<file path="config.mk">
export PLATFORM = sky130hd
export DESIGN_NAME = clk_div_multi
export DESIGN_NICKNAME = d
export VERILOG_FILES = /design/src/rtl/clk_div_multi.sv
export SDC_FILE = /design/constraint.sdc
export NUM_CORES = 2
export LEC_CHECK = 0
export ABC_AREA = 1
export CELL_PAD_IN_SITES_DETAIL_PLACEMENT = 0
export CELL_PAD_IN_SITES_GLOBAL_PLACEMENT = 1
export CORE_ASPECT_RATIO = 1.4
export CORE_UTILIZATION = 42
export CTS_BUF_LIST = sky130_fd_sc_hd__clkbuf_8 sky130_fd_sc_hd__clkbuf_16
export DETAILED_ROUTE_END_ITERATION = 12
export PLACE_DENSITY = 0.84
export SLEW_MARGIN = 20
export SYNTH_ARGS = -nofsm -noshare
export SYNTH_HDL_FRONTEND = slang
export SYNTH_SLANG_ARGS = --single-unit
</file>
<file path="constraint.sdc">
create_clock -name clk_in -period 21.5 [get_ports clk_in]
set_input_delay 3.225 -clock clk_in [delete_from_list [all_inputs] [get_ports clk_in]]
set_output_delay 3.225 -clock clk_in [all_outputs]
set_load 0.1 [all_outputs]
</file>
<file path="src/rtl/clk_div_multi.sv">
// Multi-channel programmable clock divider: per-channel period/high time with
// boundary-synchronous shadow updates. Optional `CLKDIV_SYNC_EN adds a sync input.
module clk_div_multi #(
    parameter int CHANNELS     = 4,
    parameter int CNT_W        = 32,
    parameter int DEFAULT_DIV  = 500,
    parameter int DEFAULT_HIGH = 250,
    parameter int CH_W         = (CHANNELS > 1) ? $clog2(CHANNELS) : 1
) (
    input  logic                clk_in,
    input  logic                reset,
    input  logic [CHANNELS-1:0] en,
`ifdef CLKDIV_SYNC_EN
    input  logic                sync,
`endif
    input  logic                cfg_valid,
    output logic                cfg_ready,
    input  logic [CH_W-1:0]     cfg_chan,
    input  logic [CNT_W-1:0]    cfg_div,
    input  logic [CNT_W-1:0]    cfg_high,
    output logic [CHANNELS-1:0] clk_out,
    output logic [CHANNELS-1:0] tick,
    output logic [CHANNELS-1:0] pending
);

    localparam logic [CNT_W-1:0] ONE     = CNT_W'(1);
    localparam logic [CNT_W-1:0] MIN_DIV = CNT_W'(2);
    localparam logic [CNT_W-1:0] DEF_P   = CNT_W'(DEFAULT_DIV);
    localparam logic [CNT_W-1:0] DEF_H   = CNT_W'(DEFAULT_HIGH);

    logic [CNT_W-1:0] p_q   [CHANNELS];
    logic [CNT_W-1:0] p_d   [CHANNELS];
    logic [CNT_W-1:0] h_q   [CHANNELS];
    logic [CNT_W-1:0] h_d   [CHANNELS];
    logic [CNT_W-1:0] sp_q  [CHANNELS];
    logic [CNT_W-1:0] sp_d  [CHANNELS];
    logic [CNT_W-1:0] sh_q  [CHANNELS];
    logic [CNT_W-1:0] sh_d  [CHANNELS];
    logic [CNT_W-1:0] cnt_q [CHANNELS];
    logic [CNT_W-1:0] cnt_d [CHANNELS];

    logic [CHANNELS-1:0] pending_q, pending_d;
    logic [CHANNELS-1:0] tick_q, tick_d;
    logic [CHANNELS-1:0] clk_q, clk_d;
    logic                sync_s;

`ifdef CLKDIV_SYNC_EN
    assign sync_s = sync;
`else
    assign sync_s = 1'b0;
`endif

    // Out-of-range channel numbers match no channel, so they read as ready and are dropped.
    always_comb begin
        cfg_ready = 1'b1;
        for (int i = 0; i < CHANNELS; i++) begin
            if (cfg_chan == CH_W'(i)) cfg_ready = !pending_q[i];
        end
    end

    always_comb begin
        p_d       = p_q;
        h_d       = h_q;
        sp_d      = sp_q;
        sh_d      = sh_q;
        cnt_d     = cnt_q;
        pending_d = pending_q;
        tick_d    = '0;
        clk_d     = '0;
        for (int i = 0; i < CHANNELS; i++) begin
            // A parked channel (disabled or being synced) takes its shadow straight away.
            if (pending_q[i] && (!en[i] || sync_s || cnt_q[i] == p_q[i] - ONE)) begin
                p_d[i]       = sp_q[i];
                h_d[i]       = sh_q[i];
                pending_d[i] = 1'b0;
            end
            if (!en[i] || sync_s) begin
                cnt_d[i] = p_d[i] - ONE;
            end else if (cnt_q[i] == p_q[i] - ONE) begin
                cnt_d[i]  = '0;
                tick_d[i] = 1'b1;
                clk_d[i]  = (h_d[i] != '0);
            end else begin
                cnt_d[i] = cnt_q[i] + ONE;
                clk_d[i] = (cnt_d[i] < h_q[i]);
            end
            // pending_q is clear whenever a write is accepted, so this never races an apply.
            if (cfg_valid && cfg_ready && cfg_chan == CH_W'(i)) begin
                sp_d[i]      = (cfg_div < MIN_DIV) ? MIN_DIV : cfg_div;
                sh_d[i]      = cfg_high;
                pending_d[i] = 1'b1;
            end
        end
    end

    always_ff @(posedge clk_in or posedge reset) begin
        if (reset) begin
            for (int i = 0; i < CHANNELS; i++) begin
                p_q[i]   <= DEF_P;
                h_q[i]   <= DEF_H;
                sp_q[i]  <= DEF_P;
                sh_q[i]  <= DEF_H;
                cnt_q[i] <= DEF_P - ONE;
            end
            pending_q <= '0;
            tick_q    <= '0;
            clk_q     <= '0;
        end else begin
            p_q       <= p_d;
            h_q       <= h_d;
            sp_q      <= sp_d;
            sh_q      <= sh_d;
            cnt_q     <= cnt_d;
            pending_q <= pending_d;
            tick_q    <= tick_d;
            clk_q     <= clk_d;
        end
    end

    assign clk_out = clk_q;
    assign tick    = tick_q;
    assign pending = pending_q;

endmodule

</file>
**After elaboration in Yosys (flattened, before gate mapping)**

Index checks and enable logic that the tools add are counted.

- Flip-flop bits (word level): 652
- Input port bits: 73
- Output and inout port bits: 13
- Logic and storage cells: 125

- Add/subtract/negate cells: 12
- Magnitude comparators: 5
- Eq/ne operators: 7
- Multiplexer cells: 45
- Reductions and logical operators: 30

Operators with widths:

| kind | count |
|---|---|
| $mux 32 | 17 |
| $sub 32x1->32 const B | 8 |
| $add 32x1->32 const B | 4 |
| $eq 32x32->1 | 4 |
| $lt 32x32->1 | 4 |
| $reduce_bool 32->1 | 4 |
| $lt 32x2->1 const B | 1 |
| $mux 1 | 28 |
| $logic_and 1x1->1 | 9 |
| $logic_not 1->1 | 8 |
| $reduce_bool 2->1 | 4 |
| $eq 2x2->1 const B | 2 |
| $logic_or 1x1->1 | 4 |
| $eq 2x1->1 const B | 1 |
| $logic_not 2->1 | 1 |

**Depth between registers and ports, before layout**

- Depth after elaboration: 8
- Mapped depth: 31
- Depth with buffers taken out: 30

**Worst setup path before layout**

Ideal clock, no wire load.

- Path kind: input to output
- From: in cfg_chan[0]
- To: out cfg_ready
- Arrival time: 4.773 ns
- Slack: 13.502 ns
- Stages: 2
- Buffers on the path: 0
- Cell sequence: nand2_1 > o2bb2ai_1

- Word-level cells in the longest chain between the ends: 5
- Elaborated cells between the ends (all ways): 8

RTL lines:

| what | RTL line | text |
|---|---|---|
| from (decl) | 18 | `input logic [CH_W-1:0] cfg_chan,` |
| $logic_not 2->1 | 57 | `if (cfg_chan == CH_W'(i)) cfg_ready = !pending_q[i];` |
| $mux 1 (3 in a row) | 57 |  |
| $mux 1 (*) | 57 |  |
| to (decl) | 17 | `output logic cfg_ready,` |

Mark *: on every way between the ends. The rest lies on a longest branch, timed or not.

**Worst setup path after layout**

- From: in cfg_chan[1]
- To: out cfg_ready

Same word-level chain as after synthesis.

==> run summary <==
Total Power = 5130 uW
largest net degree at the start of global routing = 189
Syn Nets = 6,021
Total Wirelength = 141 mm
Post-CTS Setup Bufs = 0
internal power = 2990 uW
worst reg2reg path startpoint = p_q[32]$_DFF_PP0_
initial core utilization = 0.424
CP Launch Point = cfg_chan[1]
CP top delay family = buffers and inverters
slew margin rel. = 0.252
CP required = 18.27 ns
vias in the first global route = 35,300
Final HPWL DP = 106 mm
Pleak = 0.0224 uW
CP most frequent cell = clkdlybuf4s50_1
crit path max-delay cell type = clkdlybuf4s50_1
DR DRC count = 0
TNS Setup = 0 ns
antenna violations before repair = 3
total number of vias = 36,700
Comb pwr share = 0.374
max-cap viol count = 0
Critical Setup Path Class = in2out
CTS Buf Count = 70
antenna-violating nets left = 0
# IOs = 86
flops & latches, synth = 652
clk_skew = 0.0272 ns
Max Slew Vio Count = 0
total core area = 0.0968 sq mm
Seq/Total Area, Yosys = 0.401
Via-to-Cell Ratio = 5.10
fmax = 0.117 GHz
min-delay src = sp_q[42]$_DFFE_PP0P_
cells resized by post-CTS repair = 0
DRT iter0 DRCs = 2,673
Setup Slack @ Placement = 12.97 ns
placer congestion estimate = 0.961
Layout Utilization = 0.468
gr usage total = 0.284
Final Hold Viols = 0
Pwr Density = 113 mW/mm^2
Syn Area/Cell = 7.06 sq um
clock sink count = 652
crit path DAT = 5.33 ns
Post-synth EDFFs = 0
hold_buf cts = 0
Routed WL per cell = 19.5 um
power share of the sequential group = 0.381
peak supply drop = 0.0703 mV
Area Growth Syn to Fin = 10.3%
clock share of power = 0.245
Clock Path Buffers = 3
first-pass GRT wire length = 211 mm
Final WS setup = 12.94 ns
Yosys warning total = 0
Buf+Inv Stages, Crit Path = 2
number of port buffers = 85
CP max stage delay = 1.16 ns
Worst-path clk slew = 0.06 ns
Placement Rows = 135
first-pass iteration count of the detailed router = 6
count of different cell masters after synthesis = 55
Root Buffer Master = clkbuf_16
CP endpoint kind = primary output
RSZ-0062 raised after global routing = false
Die H = 372 um
CP Launch Type = input pin
placed cell area = 0.0429 sq mm
final setup violation count = 0
CTS tree = yes
Die ar. = 0.0990 sq mm
net switching power = 2140 uW
Hold Path Class = reg2reg
period utilization = 0.398
die width = 266 um
worst skew pair latency = 0.66 ns
status = complete, no violations
post-route cell area = 0.0453 sq mm
Syn Inst Count = 5,812
mapped cell area = 0.0410 sq mm
switching part of the total power = 0.418
Post-synth ARST share = 1.00
minimum clock period = 8.56 ns
H-tree level count = 3
Net count, final = 6,049
gr ovfl total = 0
ratio of cells with drive above 1 in the final layout = 0.0711
critical-path cell list = clkdlybuf4s50_1 > nand2_1 > o2bb2ai_1 > clkdlybuf4s50_1
largest fanout on the critical path = 6
ys flop type = dfrtp_1
Slew @ Worst Pin = 1.12 ns
[power by group through the flow]
stage               registers [uW]  clock network [uW]  logic (uW)
floorplan                     1870                   0        1400
global placement              1960                   0        1860
detailed placement            1970                   0        1900
CTS                           1950                1270        1920
global route                  1990                1310        2190
finish                        1950                1260        1920
[layer usage]
metal / GRT usage / routed length (um) / part of all wire / up-vias
li1: - / - / - / 18100
met1: 0.326 / 54400 / 0.39 / 17300
met2: 0.510 / 71000 / 0.51 / 981
met3: 0.0383 / 7340 / 0.052 / 304
met4: 0.152 / 7780 / 0.055 / 4
met5: 0.00442 / 67 / 0.00048 / -
[cells in the mapped netlist, drive strengths merged (5+ instances only)]
library cell	n	area (sq um)
o21a	21	158
o22ai	11	68.8
o211ai	7	52.6
nor3	74	395
nand4	57	357
nand2	1931	7360
nand3	348	1810
clkbuf	81	305
o21ai	488	2480
nand3b	52	390
clkinv	8	30.0
o21bai	11	82.6
a22o	5	43.8
xnor2	70	613
a211oi	5	37.5
inv	904	3390
ha	136	1700
xor2	179	1570
nor2	570	2420
dfstp	124	3260
or2	5	31.3
a21oi	72	360
buf	77	556
dfrtp	528	13200
nor4	19	119
[placed cells by master (no fill, tap or decap), types with 6 or more instances in the layout]
| cell | synthesis | layout |
|---|---|---|
| nand2_1 | 1898 | 1898 |
| inv_1 | 879 | 899 |
| dfrtp_1 | 528 | 528 |
| nor2_1 | 507 | 506 |
| o21ai_0 | 413 | 413 |
| nand3_1 | 338 | 338 |
| xor2_1 | 179 | 179 |
| ha_1 | 136 | 136 |
| dfstp_2 | 124 | 124 |
| clkdlybuf4s50_1 | 0 | 85 |
| clkbuf_16 | 0 | 73 |
| a21oi_1 | 72 | 72 |
| xnor2_1 | 70 | 70 |
| nor3_1 | 69 | 66 |
| o21ai_1 | 64 | 64 |
| nand4_1 | 57 | 57 |
| nand3b_1 | 52 | 52 |
| nor2_2 | 40 | 40 |
| inv_2 | 25 | 27 |
| nand2_2 | 27 | 27 |
| buf_4 | 4 | 27 |
| nor2_4 | 22 | 23 |
| o21a_1 | 21 | 21 |
| nor4_1 | 19 | 19 |
| clkbuf_8 | 0 | 13 |
| o22ai_1 | 11 | 11 |
| o21bai_1 | 11 | 11 |
| o21ai_2 | 11 | 11 |
| nor3_2 | 5 | 8 |
| nand3_2 | 8 | 8 |
| clkinv_1 | 8 | 7 |
| o211ai_1 | 7 | 7 |
| clkinvlp_4 | 0 | 7 |
| clkinv_2 | 0 | 6 |
| nand2_4 | 6 | 6 |
[tightest hold or removal path: stages, from the launching register on]
cell and delay [ns]:
dfrtp_1 0.33, nand2_1 0.06, nand2_1 0.05
[final timing paths]
check | end | slack, ns | depth (start not counted)
max in group asynchronous | p_q[95]$_DFF_PP0_ | 15.84 | 4
max reg2reg | clk_out[2]$_DFF_PP0_ | 16.36 | 24
min | sp_q[42]$_DFFE_PP0P_ | 0.47 | 2
min in group asynchronous | h_q[60]$_DFF_PP0_ | 3.15 | 2
max | cfg_ready | 12.94 | 4
min reg2reg | sp_q[42]$_DFFE_PP0P_ | 0.47 | 2
[final cells by class]
type	instances	area [sq um]
multi-input cells	4090	20300
inverters	912	3430
flip-flops and latches	652	16500
clock inverters	43	334
well taps	1301	1630
fillers	9940	51500
repair buffers	114	1090
clock buffers	86	2010
diodes	3	7.51
[logic make-up (layout without fill, tap and decap cells)]
family	count (synthesis)	in the layout	synth area share
mux	1	1	0.000274
other cells	0	3	0
simple gates	3064	3064	0.315
fa+ha+maj	136	136	0.0415
buf+inv	1070	1155	0.104
xor+xnor	249	249	0.0531
flops	652	652	0.401
compound gates	640	640	0.0841
[registers in the layout, summed over array words and instances (netlist names)]
| signal | cells |
|---|---|
| pending | 4 |
| p_q | 128 |
| sh_q | 128 |
| h_q | 128 |
| cnt_q | 128 |
| clk_out | 4 |
| sp_q | 128 |
| tick | 4 |
[metrics by stage]
step / hold WS, ns / cells
floorplan: 0.433 / 5812
global placement: 0.451 / 7068
detailed placement: 0.454 / 7068
CTS: 0.469 / 7197
global route: 0.493 / 7198
finish: 0.469 / 7201
Note: power is estimated with default switching activity, not from simulation.
